[config.mk]
export PLATFORM = sky130hd
export DESIGN_NAME = conv_layer_sequencer_flat
export DESIGN_NICKNAME = d
export VERILOG_FILES = /design/src/rtl/conv_pkg.sv /design/src/rtl/conv_layer_sequencer_if.sv /design/src/rtl/conv_valid_pipe.sv /design/src/rtl/conv_layer_sequencer.sv /design/src/flat_wrapper.sv
export SDC_FILE = /design/constraint.sdc
export NUM_CORES = 1
export LEC_CHECK = 0
export CORE_ASPECT_RATIO = 1.5
export CORE_MARGIN = 2
export CORE_UTILIZATION = 40
export DETAILED_ROUTE_END_ITERATION = 6
export PLACE_DENSITY = 0.7
export SYNTH_ARGS = -nofsm -noshare
export SYNTH_HDL_FRONTEND = slang
export SYNTH_SLANG_ARGS = --single-unit
[constraint.sdc]
create_clock -name iCLK -period 3.75 [get_ports iCLK]
set_input_delay 0.375 -clock iCLK [delete_from_list [all_inputs] [get_ports iCLK]]
set_output_delay 0.375 -clock iCLK [all_outputs]
set_load 0.05 [all_outputs]
[src/rtl/conv_pkg.sv]
// Shared types and pooled-geometry helpers for the CONV layer sequencer
// and the window read-address generator.
package conv_pkg;

    typedef enum logic [2:0] {
        S_IDLE,
        S_BIAS,
        S_RUN,
        S_DRAIN,
        S_NEXT,
        S_DONE
    } state_t;

    localparam int TAPS  = 9;
    localparam int QUADS = 4;

    function automatic int pool_w(input int w);
        return (w - 2) / 2;
    endfunction

    function automatic int pool_h(input int h);
        return (h - 2) / 2;
    endfunction

    function automatic int pool_n(input int w, input int h);
        return pool_w(w) * pool_h(h);
    endfunction

endpackage

[src/rtl/conv_layer_sequencer_if.sv]
// Control/status bundle between the layer controller (master) and
// the CONV layer sequencer (slave).
interface conv_layer_sequencer_if #(
    parameter int AW  = 9,
    parameter int WAW = 10
);
    logic           iSTART;
    logic           iHOLD;
    logic           oBUSY;
    logic           oDONE;
    logic           oBIAS_LD;
    logic [3:0]     oOC;
    logic           oTAP_VALID;
    logic [3:0]     oPOS_I;
    logic [4:0]     oPOS_J;
    logic [1:0]     oQUAD;
    logic [3:0]     oIN_CH;
    logic [3:0]     oTAP;
    logic [WAW-1:0] oWT_ADDR;
    logic           oACC_CLR;
    logic           oACC_LAST;
    logic           oCONV_VALID;
    logic           oPOOL_VALID;
    logic [AW-1:0]  oWR_ADDR;

    modport master (
        output iSTART, iHOLD,
        input  oBUSY, oDONE, oBIAS_LD, oOC, oTAP_VALID,
        input  oPOS_I, oPOS_J, oQUAD, oIN_CH, oTAP, oWT_ADDR,
        input  oACC_CLR, oACC_LAST, oCONV_VALID, oPOOL_VALID,
        input  oWR_ADDR
    );

    modport slave (
        input  iSTART, iHOLD,
        output oBUSY, oDONE, oBIAS_LD, oOC, oTAP_VALID,
        output oPOS_I, oPOS_J, oQUAD, oIN_CH, oTAP, oWT_ADDR,
        output oACC_CLR, oACC_LAST, oCONV_VALID, oPOOL_VALID,
        output oWR_ADDR
    );
endinterface

[src/rtl/conv_valid_pipe.sv]
// Fixed-depth shift register matching the MAC pipeline latency;
// it carries {conv-valid, pool-valid, write address}.
module conv_valid_pipe #(
    parameter int DEPTH = 3,
    parameter int W     = 11
) (
    input  logic         i_clk,
    input  logic         i_rst,
    input  logic [W-1:0] i_d,
    output logic [W-1:0] o_q
);
    logic [W-1:0] r_sr [DEPTH];

    always_ff @(posedge i_clk or posedge i_rst) begin
        if (i_rst) begin
            for (int k = 0; k < DEPTH; k++) r_sr[k] <= '0;
        end else begin
            r_sr[0] <= i_d;
            for (int k = 1; k < DEPTH; k++) r_sr[k] <= r_sr[k-1];
        end
    end

    assign o_q = r_sr[DEPTH-1];
endmodule

[src/rtl/conv_layer_sequencer.sv]
// Schedules one CONV layer over a shared 3x3 MAC: one tap per cycle,
// nested tap < in_ch < quad < pos_i < pos_j, repeated per output channel.
module conv_layer_sequencer
    import conv_pkg::*;
#(
    parameter int WIDTH    = 14,
    parameter int HEIGHT   = 18,
    parameter int IN_CH    = 4,
    parameter int OUT_CH   = 8,
    parameter int PIPE_LAT = 3,
    parameter int AW       = 9,
    parameter int WAW      = 10
) (
    input  logic iCLK,
    input  logic iRST,
    conv_layer_sequencer_if.slave bus
);
    localparam int PW = pool_w(WIDTH);
    localparam int PH = pool_h(HEIGHT);
    localparam int P  = pool_n(WIDTH, HEIGHT);

    if (OUT_CH * P > (1 << AW)) begin : g_bad_aw
        $error("conv_layer_sequencer: OUT_CH*P exceeds AW range");
    end
    if (OUT_CH * IN_CH * TAPS > (1 << WAW)) begin : g_bad_waw
        $error("conv_layer_sequencer: weight space exceeds WAW range");
    end

    state_t         r_state;
    logic           r_busy, r_done, r_bias, r_tv, r_clr, r_last;
    logic [3:0]     r_oc, r_pi, r_ic, r_tap;
    logic [4:0]     r_pj;
    logic [1:0]     r_q;
    logic [2:0]     r_dcnt;
    logic [WAW-1:0] r_wt;
    logic [AW-1:0]  r_wr;

    logic           w_tap_end, w_ic_end, w_q_end, w_pi_end, w_final;
    logic [3:0]     w_tap_n, w_ic_n, w_pi_n;
    logic [4:0]     w_pj_n;
    logic [1:0]     w_q_n;
    logic [WAW-1:0] w_wt_n;
    logic [AW-1:0]  w_wr_n;
    logic           w_clr_n, w_last_n;
    logic [AW+1:0]  w_pipe_d, w_pipe_q;

    // Ripple-carry style counter advance for the tap after the current one.
    always_comb begin
        w_tap_end = (r_tap == 4'(TAPS - 1));
        w_ic_end  = w_tap_end && (r_ic == 4'(IN_CH - 1));
        w_q_end   = w_ic_end && (r_q == 2'(QUADS - 1));
        w_pi_end  = w_q_end && (r_pi == 4'(PW - 1));
        w_final   = w_pi_end && (r_pj == 5'(PH - 1));
        w_tap_n   = w_tap_end ? 4'd0 : r_tap + 4'd1;
        w_ic_n    = !w_tap_end ? r_ic : (w_ic_end ? 4'd0 : r_ic + 4'd1);
        w_q_n     = !w_ic_end ? r_q : (w_q_end ? 2'd0 : r_q + 2'd1);
        w_pi_n    = !w_q_end ? r_pi : (w_pi_end ? 4'd0 : r_pi + 4'd1);
        w_pj_n    = !w_pi_end ? r_pj : (w_final ? 5'd0 : r_pj + 5'd1);
        w_wt_n    = WAW'((32'(r_oc) * 32'(IN_CH) + 32'(w_ic_n))
                    * 32'(TAPS) + 32'(w_tap_n));
        w_wr_n    = AW'(32'(r_oc) * 32'(P) + 32'(w_pj_n) * 32'(PW)
                    + 32'(w_pi_n));
        w_clr_n   = (w_ic_n == 4'd0) && (w_tap_n == 4'd0);
        w_last_n  = (w_ic_n == 4'(IN_CH - 1)) && (w_tap_n == 4'(TAPS - 1));
    end

    always_ff @(posedge iCLK or posedge iRST) begin
        if (iRST) begin
            r_state <= S_IDLE;
            r_busy  <= 1'b0;
            r_done  <= 1'b0;
            r_bias  <= 1'b0;
            r_tv    <= 1'b0;
            r_clr   <= 1'b0;
            r_last  <= 1'b0;
            r_oc    <= '0;
            r_pi    <= '0;
            r_pj    <= '0;
            r_q     <= '0;
            r_ic    <= '0;
            r_tap   <= '0;
            r_dcnt  <= '0;
            r_wt    <= '0;
            r_wr    <= '0;
        end else begin
            r_bias <= 1'b0;
            r_done <= 1'b0;
            unique case (r_state)
                S_IDLE: begin
                    if (bus.iSTART) begin
                        r_state <= S_BIAS;
                        r_busy  <= 1'b1;
                        r_bias  <= 1'b1;
                    end
                end
                S_BIAS: begin
                    r_state <= S_RUN;
                    r_tv    <= 1'b1;
                    r_clr   <= 1'b1;
                    r_last  <= 1'b0;
                    r_wt    <= WAW'(32'(r_oc) * 32'(IN_CH * TAPS));
                    r_wr    <= AW'(32'(r_oc) * 32'(P));
                end
                S_RUN: begin
                    if (bus.iHOLD) begin
                        r_tv <= 1'b0;
                    end else if (w_final) begin
                        r_state <= S_DRAIN;
                        r_tv    <= 1'b0;
                        r_clr   <= 1'b0;
                        r_last  <= 1'b0;
                        r_dcnt  <= '0;
                    end else begin
                        r_tv   <= 1'b1;
                        r_tap  <= w_tap_n;
                        r_ic   <= w_ic_n;
                        r_q    <= w_q_n;
                        r_pi   <= w_pi_n;
                        r_pj   <= w_pj_n;
                        r_wt   <= w_wt_n;
                        r_wr   <= w_wr_n;
                        r_clr  <= w_clr_n;
                        r_last <= w_last_n;
                    end
                end
                S_DRAIN: begin
                    if (r_dcnt == 3'(PIPE_LAT - 1)) r_state <= S_NEXT;
                    else r_dcnt <= r_dcnt + 3'd1;
                end
                S_NEXT: begin
                    r_tap <= '0;
                    r_ic  <= '0;
                    r_q   <= '0;
                    r_pi  <= '0;
                    r_pj  <= '0;
                    if (r_oc == 4'(OUT_CH - 1)) begin
                        r_state <= S_DONE;
                        r_done  <= 1'b1;
                    end else begin
                        r_oc    <= r_oc + 4'd1;
                        r_state <= S_BIAS;
                        r_bias  <= 1'b1;
                    end
                end
                S_DONE: begin
                    r_state <= S_IDLE;
                    r_busy  <= 1'b0;
                    r_oc    <= '0;
                end
                default: r_state <= S_IDLE;
            endcase
        end
    end

    // The MAC pipe cannot stall, so only genuinely issued last taps enter.
    assign w_pipe_d = {r_last & r_tv, r_last & r_tv & (r_q == 2'd3), r_wr};

    conv_valid_pipe #(
        .DEPTH(PIPE_LAT),
        .W    (AW + 2)
    ) u_pipe (
        .i_clk(iCLK),
        .i_rst(iRST),
        .i_d  (w_pipe_d),
        .o_q  (w_pipe_q)
    );

    assign bus.oBUSY       = r_busy;
    assign bus.oDONE       = r_done;
    assign bus.oBIAS_LD    = r_bias;
    assign bus.oOC         = r_oc;
    assign bus.oTAP_VALID  = r_tv;
    assign bus.oPOS_I      = r_pi;
    assign bus.oPOS_J      = r_pj;
    assign bus.oQUAD       = r_q;
    assign bus.oIN_CH      = r_ic;
    assign bus.oTAP        = r_tap;
    assign bus.oWT_ADDR    = r_wt;
    assign bus.oACC_CLR    = r_clr;
    assign bus.oACC_LAST   = r_last;
    assign bus.oCONV_VALID = w_pipe_q[AW+1];
    assign bus.oPOOL_VALID = w_pipe_q[AW];
    assign bus.oWR_ADDR    = w_pipe_q[AW-1:0];
endmodule

[src/flat_wrapper.sv]
// flat-port wrapper written by rule: the top's interface ports become plain ports
module conv_layer_sequencer_flat import conv_pkg::*;
#(
    parameter int WIDTH    = 14,
    parameter int HEIGHT   = 18,
    parameter int IN_CH    = 4,
    parameter int OUT_CH   = 8,
    parameter int PIPE_LAT = 3,
    parameter int AW       = 9,
    parameter int WAW      = 10
)
  (iCLK, iRST, bus_iSTART, bus_iHOLD, bus_oBUSY, bus_oDONE, bus_oBIAS_LD, bus_oOC, bus_oTAP_VALID, bus_oPOS_I, bus_oPOS_J, bus_oQUAD, bus_oIN_CH, bus_oTAP, bus_oWT_ADDR, bus_oACC_CLR, bus_oACC_LAST, bus_oCONV_VALID, bus_oPOOL_VALID, bus_oWR_ADDR);
  conv_layer_sequencer_if #(.AW(AW), .WAW(WAW)) bus_i ();
  input  logic iCLK;
  input  logic iRST;
  input wire logic [$bits(bus_i.iSTART)-1:0] bus_iSTART;
  input wire logic [$bits(bus_i.iHOLD)-1:0] bus_iHOLD;
  output wire logic [$bits(bus_i.oBUSY)-1:0] bus_oBUSY;
  output wire logic [$bits(bus_i.oDONE)-1:0] bus_oDONE;
  output wire logic [$bits(bus_i.oBIAS_LD)-1:0] bus_oBIAS_LD;
  output wire logic [$bits(bus_i.oOC)-1:0] bus_oOC;
  output wire logic [$bits(bus_i.oTAP_VALID)-1:0] bus_oTAP_VALID;
  output wire logic [$bits(bus_i.oPOS_I)-1:0] bus_oPOS_I;
  output wire logic [$bits(bus_i.oPOS_J)-1:0] bus_oPOS_J;
  output wire logic [$bits(bus_i.oQUAD)-1:0] bus_oQUAD;
  output wire logic [$bits(bus_i.oIN_CH)-1:0] bus_oIN_CH;
  output wire logic [$bits(bus_i.oTAP)-1:0] bus_oTAP;
  output wire logic [$bits(bus_i.oWT_ADDR)-1:0] bus_oWT_ADDR;
  output wire logic [$bits(bus_i.oACC_CLR)-1:0] bus_oACC_CLR;
  output wire logic [$bits(bus_i.oACC_LAST)-1:0] bus_oACC_LAST;
  output wire logic [$bits(bus_i.oCONV_VALID)-1:0] bus_oCONV_VALID;
  output wire logic [$bits(bus_i.oPOOL_VALID)-1:0] bus_oPOOL_VALID;
  output wire logic [$bits(bus_i.oWR_ADDR)-1:0] bus_oWR_ADDR;
  assign bus_i.iSTART = bus_iSTART;
  assign bus_i.iHOLD = bus_iHOLD;
  assign bus_oBUSY = bus_i.oBUSY;
  assign bus_oDONE = bus_i.oDONE;
  assign bus_oBIAS_LD = bus_i.oBIAS_LD;
  assign bus_oOC = bus_i.oOC;
  assign bus_oTAP_VALID = bus_i.oTAP_VALID;
  assign bus_oPOS_I = bus_i.oPOS_I;
  assign bus_oPOS_J = bus_i.oPOS_J;
  assign bus_oQUAD = bus_i.oQUAD;
  assign bus_oIN_CH = bus_i.oIN_CH;
  assign bus_oTAP = bus_i.oTAP;
  assign bus_oWT_ADDR = bus_i.oWT_ADDR;
  assign bus_oACC_CLR = bus_i.oACC_CLR;
  assign bus_oACC_LAST = bus_i.oACC_LAST;
  assign bus_oCONV_VALID = bus_i.oCONV_VALID;
  assign bus_oPOOL_VALID = bus_i.oPOOL_VALID;
  assign bus_oWR_ADDR = bus_i.oWR_ADDR;
  conv_layer_sequencer #(.WIDTH(WIDTH), .HEIGHT(HEIGHT), .IN_CH(IN_CH), .OUT_CH(OUT_CH), .PIPE_LAT(PIPE_LAT), .AW(AW), .WAW(WAW)) u_core (.iCLK(iCLK), .iRST(iRST), .bus(bus_i));
endmodule
# --- Word-level counts from Yosys, hierarchy flattened ---
# Index checks and enable logic that the tools add are counted.
totals:
  out_inout_bits: 50
  in_bits: 4
  register_bits: 87
op_classes:
  n_reduce_logical: 22
  muxes: 58
  n_eq_ne: 22
  n_mul: 4
  bitwise_logic: 2
  n_addsub: 11
ops:
  columns: ["op", "n"]
  rows:
  - ["4-bit 2-to-1 mux", 12]
  - ["32-bit by 4-bit multiplier with 10-bit output (second input constant)", 1]
  - ["4-bit case mux with 2 select lines", 4]
  - ["3-bit 2-to-1 mux", 8]
  - ["10-bit 2-to-1 mux", 2]
  - ["5-bit 2-to-1 mux", 4]
  - ["10-bit case mux with 2 select lines", 1]
  - ["9-bit 2-to-1 mux", 2]
  - ["9-bit case mux with 2 select lines", 1]
  - ["4-bit by 1-bit adder with 4-bit output (second input constant)", 4]
  - ["3-bit case mux with 5 select lines", 1]
  - ["4-bit AND reduction", 3]
  - ["1-bit 2-to-1 mux", 11]
  - ["10-bit by 4-bit adder with 10-bit output", 1]
  - ["2-bit != test (second input constant)", 5]
  - ["1-bit case mux with 2 select lines", 5]
  - ["5-bit case mux with 2 select lines", 1]
  - ["2-bit nonzero test", 5]
  - ["9-bit by 4-bit adder with 9-bit output", 1]
  - ["9-bit by 8-bit adder with 9-bit output", 1]
  - ["3-bit by 2-bit equality test with 1-bit output (second input constant)", 3]
  - ["4-bit by 2-bit equality test with 1-bit output (second input constant)", 2]
  - ["4-bit by 3-bit equality test with 1-bit output (second input constant)", 2]
  - ["4-bit equality test (second input constant)", 2]
  - ["21 further kinds", 37]

# --- Depth between registers and ports, before layout ---
# Gate-level depths: netlist of the first run.
depth:
  ltp_word: 13
  ltp_mapped: 21

# --- Modules after synthesis ---
# A second synthesis of the first run with hierarchy kept.
hier_totals:
  hier_cells: 528
  area_unflattened_um2: 5093.6
modules_own_cells:
  columns: ["module", "area_each_um2", "seq_area_each_um2", "n_inst", "cells_per_inst"]
  rows:
  - ["conv_layer_sequencer", 4181.5, 1351.3, 1, 483]
  - ["conv_valid_pipe", 912.1, 825.8, 1, 45]

# --- Worst setup path after synthesis of the first run ---
# OpenSTA, ideal clock, no wires.
synth_timing:
  kind: "register -> register"
  startpoint: "reg u_core.r_tap[0], in the netlist u_core.bus.oTAP[0]"
  endpoint: "reg u_core.r_wt[7], in the netlist u_core.bus.oWT_ADDR[7]"
  path_stages_with_launch: 19
  t_required_ns: 3.673
  t_arrival_ns: 4.153
  setup_time_ns: 0.077
  slack_ns: -0.481
  period_less_slack_ns: 4.231
  path_cell_list: "dfrtp_1 > inv_1 > ha_1 > and3b_1 > buf_4 > a31oi_1 > ha_1 > inv_1 > fa_1 > xnor2_1 > ha_1 > ha_1 > ha_1 > o21ai_0 > o21bai_1 > a21oi_1 > xnor2_1 > nand2_1 > a21oi_1"
synth_between:
  elab_chain_cells: 10
  elab_cells_between_ends: 17
  classes_between: "add/sub (3); mul (1); eq/ne (2); mux (6); reduce/logical (5)"
synth_lines:
  columns: ["element", "line_no", "text"]
  rows:
  - ["start, declared", "conv_layer_sequencer.sv:31", "logic [3:0] r_oc, r_pi, r_ic, r_tap;"]
  - ["start signal, assigned", "conv_layer_sequencer.sv:115", "r_tap <= w_tap_n;"]
  - ["4-bit equality test", "conv_layer_sequencer.sv:49", "w_tap_end = (r_tap == 4'(TAPS - 1));"]
  - ["1-bit logical AND", "conv_layer_sequencer.sv:50", "w_ic_end = w_tap_end && (r_ic == 4'(IN_CH - 1));"]
  - ["4-bit 2-to-1 mux (2 in a row)", "conv_layer_sequencer.sv:55", "w_ic_n = !w_tap_end ? r_ic : (w_ic_end ? 4'd0 : r_ic + 4'd1);"]
  - ["6-bit by 4-bit adder with 7-bit output", "conv_layer_sequencer.sv:59", "w_wt_n = WAW'((32'(r_oc) * 32'(IN_CH) + 32'(w_ic_n))"]
  - ["32-bit by 4-bit multiplier with 10-bit output", "conv_layer_sequencer.sv:60", "* 32'(TAPS) + 32'(w_tap_n));"]
  - ["10-bit by 4-bit adder with 10-bit output", "conv_layer_sequencer.sv:60", null]
  - ["10-bit 2-to-1 mux", "conv_layer_sequencer.sv:107", "end else if (w_final) begin"]
  - ["10-bit 2-to-1 mux", "conv_layer_sequencer.sv:105", "if (bus.iHOLD) begin"]
  - ["10-bit case mux with 2 select lines", "conv_layer_sequencer.sv:88", "unique case (r_state)"]
  - ["end signal, assigned", "conv_layer_sequencer.sv:101", "r_wt <= WAW'(32'(r_oc) * 32'(IN_CH * TAPS));"]
  - ["end signal, assigned", "conv_layer_sequencer.sv:120", "r_wt <= w_wt_n;"]
  - ["end, declared", "conv_layer_sequencer.sv:35", "logic [WAW-1:0] r_wt;"]
# Several ways; a longest one is shown, not always the timed one. The select of a mux whose other input is x is not followed.
# A chain may end at the register's enable or synchronous reset.

# --- Final worst setup path of the first run ---
layout_timing:
  startpoint: "reg u_core.r_tap[1], in the netlist u_core.bus.oTAP[1]"
  endpoint: "reg u_core.r_wt[7], in the netlist u_core.bus.oWT_ADDR[7]"
# The elaborated chain is that of the path after synthesis.

==> results.sh, run 1 <==
export IMPL_outcome="completed"
export IMPL_power_leakage_nw=2.97
export IMPL_layout_drive_gt1_share_pct=20.1
export IMPL_synth_edf_count=0
export IMPL_synth_seq_area_share_pct=43.3
export IMPL_rr_startpoint="u_core.bus.oTAP[1]$_DFFE_PP0P_"
export IMPL_setup_tns_ns=0
export IMPL_cts_sink_count=87
export IMPL_pre_cts_ws_ns=-0.00611
export IMPL_cts_tree="built"
export IMPL_tightest_slew_ns=1.19
export IMPL_critPathMaxFanout=7
export IMPL_row_count=50
export IMPL_grt_pass1_vias=4172
export IMPL_clock_power_share_pct=31.2
export IMPL_switchingPower_mw=1.03
export IMPL_finalHoldViolCount=0
export IMPL_place_area_um2=5990
export IMPL_fin_cells=744
export IMPL_design_area_um2=6440
export IMPL_finish_utilization_pct=52.0
export IMPL_cts_buffer_depth=2
export IMPL_period_needed_ns=3.72
export IMPL_min_to="u_core.u_pipe.o_q[0]$_DFF_PP0_"
export IMPL_cp_slowest_cell="dfrtp_2"
export IMPL_synthArstFlopShare_pct=100
export IMPL_die_x_um=95.5
export IMPL_power_frac_seq_pct=36.4
export IMPL_grt_usage_pct=19.5
export IMPL_ios=54
export IMPL_grt_setup_unrepaired="yes"
export IMPL_ys_warn_count=0
export IMPL_p_sw_share_pct=34.7
export IMPL_yosys_area_top_type="dfrtp_1"
export IMPL_cp_cell_sequence="inv_2, ha_4, and3b_2, a31oi_1, a31oi_1, ha_2, inv_2, fa_2, xnor2_2, ha_1, ha_4, ha_4, o21ai_4, o21bai_1, a21oi_1, xnor2_1, nand2_1, a21oi_2"
export IMPL_hold_buffers=0
export IMPL_netlist_top_cells_count="dfrtp_1, nand2_1, ha_1, nor2_1, o21ai_0"
export IMPL_worstPathArrival_ns=4.00
export IMPL_die_area_um2=13500
export IMPL_die_h_um=141
export IMPL_initial_utilization_pct=40.6
export IMPL_yosys_top_cells_area="dfrtp_1, ha_1, nand2_1"
export IMPL_power_density_nw_per_um2=461
export IMPL_worstHoldStart="u_core.u_pipe.r_sr[11]$_DFF_PP0_"
export IMPL_maxCapViolations=0
export IMPL_via_count=3981
export IMPL_antenna_left=0
export IMPL_drt_iter0_markers=180
export IMPL_cts_htree_levels=3
export IMPL_worstSetupPathType="reg -> reg"
export IMPL_syn_area_per_cell_um2=9.93
export IMPL_synthDistinctLibCells=61
export IMPL_viasPerCell=5.35
export IMPL_dr_pass1_iters=4
export IMPL_gr_total_overflow=0
export IMPL_fin_nets=640
export IMPL_dp_cells=722
export IMPL_synth_most_common_cell="dfrtp_1"
export IMPL_area_growth_pct=28.2
export IMPL_core_area_um2=12400
export IMPL_route_detailed_drc=0
export IMPL_total_power_mw=2.97
export IMPL_clkTransAtPathRegs_ns=0.07
export IMPL_ys_ff_latch=87
export IMPL_min_path_cells=0
export IMPL_synth_ff_type="dfrtp_1"
export IMPL_end_kind="flop"
export IMPL_netlist_area_um2=5030
export IMPL_required_ns=4.03
export IMPL_port_buffers=53
export IMPL_clockRootBuffer="clkbuf_16"
export IMPL_synth_fp_nets=563
export IMPL_hp_class="reg -> reg"
export IMPL_max_stage_delay_ns=0.41
export IMPL_place_congestion=0.906
export IMPL_grt_pass1_wl_um=20300
export IMPL_cts_made_buffers=9
export IMPL_cpMostUsedCell="ha_4"
export IMPL_drt_total_wl_um=12300
export IMPL_r2r_slack_ns=0.03
export IMPL_start_kind="flop"
export IMPL_antenna_found_initial=0
export IMPL_postLayoutSetupSlackWorst_ns=0.0271
export IMPL_reg2reg_depth=18
export IMPL_dp_hpwl_um=9090
export IMPL_p_int_mw=1.94
export IMPL_synthCells=506
export IMPL_fin_crit_sh_pct=99.3
export IMPL_avgRoutedWirePerCell_um=16.6
export IMPL_setup_viol=0
export IMPL_num_antenna_cells=0
export IMPL_grt_start_max_net_pins=37
export IMPL_relSlewSlack_pct=20.5
export IMPL_max_vdd_ir_drop_v=0.000325
export IMPL_fmax_ghz=0.269
export IMPL_slew_violations=0
export IMPL_hold_ws_ns=0.346
export IMPL_insertion_delay_ns=0.34
export IMPL_finClkSkew_ns=0.0111
export IMPL_p_comb_share_pct=32.4
export IMPL_r2r_end="u_core.bus.oWT_ADDR[7]$_DFFE_PP0P_"
export IMPL_synth_top_area_share_pct=43.3
cells by family after synthesis:
logic type                 Yosys count  share of synthesized area (%)
xor gates and xnor gates            24                           4.18
muxes                                7                           1.44
DFF                                 87                           43.3
adders and majority gates           53                           13.9
and+or+nand+nor                    162                           15.8
buffers and inverters               50                           5.33
AOI/OAI and AO/OA                  123                           16.0
power groups by stage:
stage | clock network (mW) | registers, mW | logic, mW
3_3_place_gp | 0 | 1.09 | 0.918
4_1_cts | 0.941 | 1.08 | 0.946
3_5_place_dp | 0 | 1.10 | 0.936
2_1_floorplan | 0 | 1.32 | 0.438
6_report | 0.927 | 1.08 | 0.963
5_1_grt | 0.984 | 1.09 | 1.04
repair_timing:
| item | CTS | global route |
|---|---|---|
| buffers inserted | 1 | 5 |
| gates cloned | 0 | 0 |
| resized for setup | 1 | 24 |
| setup endpoints to repair | 2 | 10 |
| pin swaps | 1 | 20 |
worst max-delay path by stage:
stage | start | end | slack, ns | cells after the start
after floorplan | u_core.bus.oTAP[1]$_DFFE_PP0P_ | u_core.bus.oWT_ADDR[7]$_DFFE_PP0P_ | -0.04 | 19
after global placement | u_core.bus.oTAP[1]$_DFFE_PP0P_ | u_core.bus.oWT_ADDR[7]$_DFFE_PP0P_ | 0.05 | 18
after detailed placement | u_core.bus.oTAP[1]$_DFFE_PP0P_ | u_core.bus.oWT_ADDR[7]$_DFFE_PP0P_ | -0.006 | 18
after CTS | u_core.bus.oTAP[1]$_DFFE_PP0P_ | u_core.bus.oWT_ADDR[7]$_DFFE_PP0P_ | 0.004 | 18
after global routing | u_core.bus.oTAP[1]$_DFFE_PP0P_ | u_core.r_wr[8]$_DFFE_PP0P_ | -0.18 | 21
final | u_core.bus.oTAP[1]$_DFFE_PP0P_ | u_core.bus.oWT_ADDR[7]$_DFFE_PP0P_ | 0.03 | 18
layer usage:
layer / share of wire [%] / global-route usage [%] / wire length, µm
met4: 3.9 / 10.5 / 480
met1: 39 / 22.0 / 4760
met3: 3.0 / 2.87 / 369
met2: 54 / 34.7 / 6710
met5: 0 / 0 / 0
sequential cells by signal, indices dropped and copies added (netlist names):
| register | count |
|---|---|
| u_core.bus.oACC_CLR | 1 |
| u_core.bus.oACC_LAST | 1 |
| u_core.bus.oBIAS_LD | 1 |
| u_core.bus.oBUSY | 1 |
| u_core.bus.oDONE | 1 |
| u_core.bus.oIN_CH | 4 |
| u_core.bus.oOC | 4 |
| u_core.bus.oPOS_I | 4 |
| u_core.bus.oPOS_J | 5 |
| u_core.bus.oQUAD | 2 |
| u_core.bus.oTAP | 4 |
| u_core.bus.oTAP_VALID | 1 |
| u_core.bus.oWT_ADDR | 10 |
| u_core.r_dcnt | 3 |
| u_core.r_state | 3 |
| u_core.r_wr | 9 |
| u_core.u_pipe.o_q | 11 |
| u_core.u_pipe.r_sr | 22 |
final cells by class:
| cell class | instances | area, µm² |
|---|---|---|
| Inverter | 23 | 87.6 |
| Clock buffer | 10 | 229 |
| Tap cell | 156 | 195 |
| Timing Repair Buffer | 93 | 835 |
| Sequential cell | 87 | 2190 |
| Multi-Input combinational cell | 369 | 2840 |
| Clock inverter | 6 | 73.8 |
| Fill cell | 1107 | 5950 |
layout by cell type, fill, tap and decap left out, types with 5 or more instances in the layout:
cell              n
a31oi_1           7
a21o_1            9
a21oi_1          26
clkbuf_16         9
o21ai_1           6
xnor2_1          20
nor3_1            9
a21oi_2           7
nor2_1           43
nand2b_1          7
dfrtp_1          80
a22o_1            6
dfrtp_2           7
ha_1             35
ha_4             11
inv_2             5
inv_1            17
o21ai_0          28
nand3_1          15
clkdlybuf4s50_1  53
nand2_1          54
buf_4            39
worst max-delay path, delay by kind of cell, from the launching register on:
kind	cells	cell delay, ns
AOI/OAI and AO/OA	6	0.92
xor gates and xnor gates	2	0.30
adders and majority gates	6	1.58
buffers and inverters	2	0.11
DFF	1	0.41
and+or+nand+nor	2	0.35
No activity file was read; power rests on OpenSTA's default activity.
==> run 2, diff against run 1 <==
PLACE_DENSITY = not set   (was 0.7)
PLACE_DENSITY_LB_ADDON = 0.05   (was not set)
clock period = 4.8 ns   (was 3.75 ns; I/O delays follow)
==> run 2 against run 1 <==
Sequential power down 20%. Critical path type unchanged. Hold slack about the same. Largest power group unchanged. Fmax down 14%. Wire length down 6.8%. Die area unchanged. Sequential share of layout area up 2.6 points. Critical endpoint unchanged. Highest routed layer unchanged. Clock power down 17%.
==> results.sh, run 2 (synthesis gave the netlist of run 1 again) <==
export IMPL_drt_total_wl_um=11500
export IMPL_fin_crit_sh_pct=90.0
export IMPL_ios=54
export IMPL_dr_pass1_iters=4
export IMPL_relSlewSlack_pct=43.1
export IMPL_outcome="completed"
export IMPL_die_h_um=141
export IMPL_cp_slowest_cell="dfrtp_1"
export IMPL_use_met2_pct=32.9
export IMPL_grt_usage_pct=18.8
export IMPL_grt_pass1_vias=3875
export IMPL_power_density_nw_per_um2=379
export IMPL_gr_total_overflow=0
export IMPL_antenna_found_initial=0
export IMPL_via_count=3769
export IMPL_viasPerCell=5.30
export IMPL_num_antenna_cells=0
export IMPL_antenna_left=0
export IMPL_cts_buffer_depth=2
export IMPL_worstSetupPathType="reg -> reg"
export IMPL_place_area_um2=5620
export IMPL_power_leakage_nw=2.82
export IMPL_critPathMaxFanout=13
export IMPL_die_area_um2=13500
export IMPL_ctsResizeCount=0
export IMPL_design_area_um2=5950
export IMPL_period_needed_ns=4.32
export IMPL_row_count=50
export IMPL_worstPathArrival_ns=4.60
export IMPL_crit_family="adder cells"
export IMPL_cts_tree="built"
export IMPL_maxCapViolations=0
export IMPL_finish_utilization_pct=48.1
export IMPL_layout_drive_gt1_share_pct=7.03
export IMPL_core_area_um2=12400
export IMPL_cts_sink_count=87
export IMPL_finClkSkew_ns=0.00856
export IMPL_top_register="u_core.u_pipe.r_sr"
export IMPL_required_ns=5.08
export IMPL_grt_met1_usage_pct=22.5
export IMPL_finalHoldViolCount=0
export IMPL_cts_setup_buffers=0
export IMPL_area_growth_pct=18.4
export IMPL_max_vdd_ir_drop_v=0.000251
export IMPL_gr_usage_met3_pct=3.45
export IMPL_max_stage_delay_ns=0.44
export IMPL_grt_start_max_net_pins=49
export IMPL_hold_buffers=0
export IMPL_cts_made_buffers=9
export IMPL_cp_cell_sequence="inv_1, ha_1, and3b_1, buf_4, a31oi_1, ha_1, inv_1, fa_1, xnor2_1, ha_1, ha_1, ha_1, o21ai_0, o21bai_1, a21oi_1, xnor2_1, nand2_1, a21oi_1"
export IMPL_place_congestion=0.826
export IMPL_fmax_ghz=0.232
export IMPL_avgRoutedWirePerCell_um=16.2
export IMPL_route_detailed_drc=0
export IMPL_drt_iter0_markers=150
export IMPL_initial_utilization_pct=40.6
export IMPL_pre_cts_ws_ns=0.476
export IMPL_cpMostUsedCell="ha_1"
export IMPL_setup_viol=0
export IMPL_port_buffers=53
export IMPL_end_kind="flop"
export IMPL_clockRootBuffer="clkbuf_16"
export IMPL_regArea_um2=2180
export IMPL_largest_reg_flops=22
export IMPL_die_x_um=95.5
export IMPL_start_kind="flop"
export IMPL_gr_max_usage_layer="met2"
export IMPL_dp_hpwl_um=8450
export IMPL_cts_htree_levels=3
export IMPL_postLayoutSetupSlackWorst_ns=0.480
export IMPL_crit_buf_inv=3
export IMPL_slew_violations=0
export IMPL_multi_input_area_um2=2580
export IMPL_insertion_delay_ns=0.35
export IMPL_fin_nets=607
export IMPL_fillers=1192
export IMPL_final_common_cell="dfrtp_1"
export IMPL_tightest_slew_ns=0.832
export IMPL_hp_class="reg -> reg"
export IMPL_grt_pass1_wl_um=19400
export IMPL_grt_setup_unrepaired="no"
export IMPL_total_power_mw=2.26
export IMPL_setup_tns_ns=0
export IMPL_clkTransAtPathRegs_ns=0.07
export IMPL_layout_common_cells="dfrtp_1, nand2_1, clkdlybuf4s50_1"
## run 2: cell count changes in the layout (fill, tap and decap cells not counted), sizes merged
cell    delta
bufinv     +1
clkbuf     -1
inv        -1
buf       -33
clkinv     +1
## run 2: final timing paths
kind | startpoint | to | slack [ns] | depth (start not counted)
setup / recovery | u_core.bus.oTAP[0]$_DFFE_PP0P_ | u_core.bus.oWT_ADDR[7]$_DFFE_PP0P_ | 0.48 | 18
hold / removal | u_core.u_pipe.r_sr[24]$_DFF_PP0_ | u_core.u_pipe.r_sr[13]$_DFF_PP0_ | 0.35 | 0
setup reg to reg | u_core.bus.oTAP[0]$_DFFE_PP0P_ | u_core.bus.oWT_ADDR[7]$_DFFE_PP0P_ | 0.48 | 18
hold reg to reg | u_core.u_pipe.r_sr[24]$_DFF_PP0_ | u_core.u_pipe.r_sr[13]$_DFF_PP0_ | 0.35 | 0
max in group asynchronous | iRST | u_core.u_pipe.r_sr[27]$_DFF_PP0_ | 3.19 | 3
min in group asynchronous | iRST | u_core.u_pipe.o_q[9]$_DFF_PP0_ | 0.55 | 2
## run 2: cell type report
type / count / share of cell area [%]
clock buffers: 9 / 3.78
flip-flops and latches: 87 / 36.6
repair buffers: 60 / 9.80
multi-input cells: 369 / 43.4
well taps: 156 / 3.28
inverters: 23 / 1.47
clock inverters: 7 / 1.72
## run 2: worst register-to-register path: stages (launching register included)
cell,delay [ns]
dfrtp_1,0.44
inv_1,0.07
ha_1,0.22
and3b_1,0.20
buf_4,0.18
a31oi_1,0.26
ha_1,0.25
inv_1,0.06
fa_1,0.39
xnor2_1,0.24
ha_1,0.28
ha_1,0.30
ha_1,0.34
o21ai_0,0.39
o21bai_1,0.12
a21oi_1,0.19
xnor2_1,0.14
nand2_1,0.07
a21oi_1,0.12
## run 2: through the flow
| step | std cells | hold slack [ns] |
|---|---|---|
| 2_1_floorplan | 506 | 0.331 |
| 3_3_place_gp | 695 | 0.332 |
| 3_5_place_dp | 695 | 0.335 |
| 4_1_cts | 711 | 0.349 |
| 5_1_grt | 711 | 0.355 |
| 6_report | 711 | 0.346 |
## run 2: report_power, final
group / total (mW) / internal [mW] / leakage, nW / switching (mW)
clock: 0.774 / 0.463 / 0.162 / 0.310
combinational: 0.623 / 0.222 / 1.54 / 0.401
sequential: 0.860 / 0.803 / 1.11 / 0.0567
## run 2: per-layer routing
layer | routed length, µm | vias to the layer above
met5 | 0 | -
met2 | 6100 | 55
met1 | 4830 | 1834
met3 | 323 | 18
met4 | 238 | 0
li1 | - | 1862
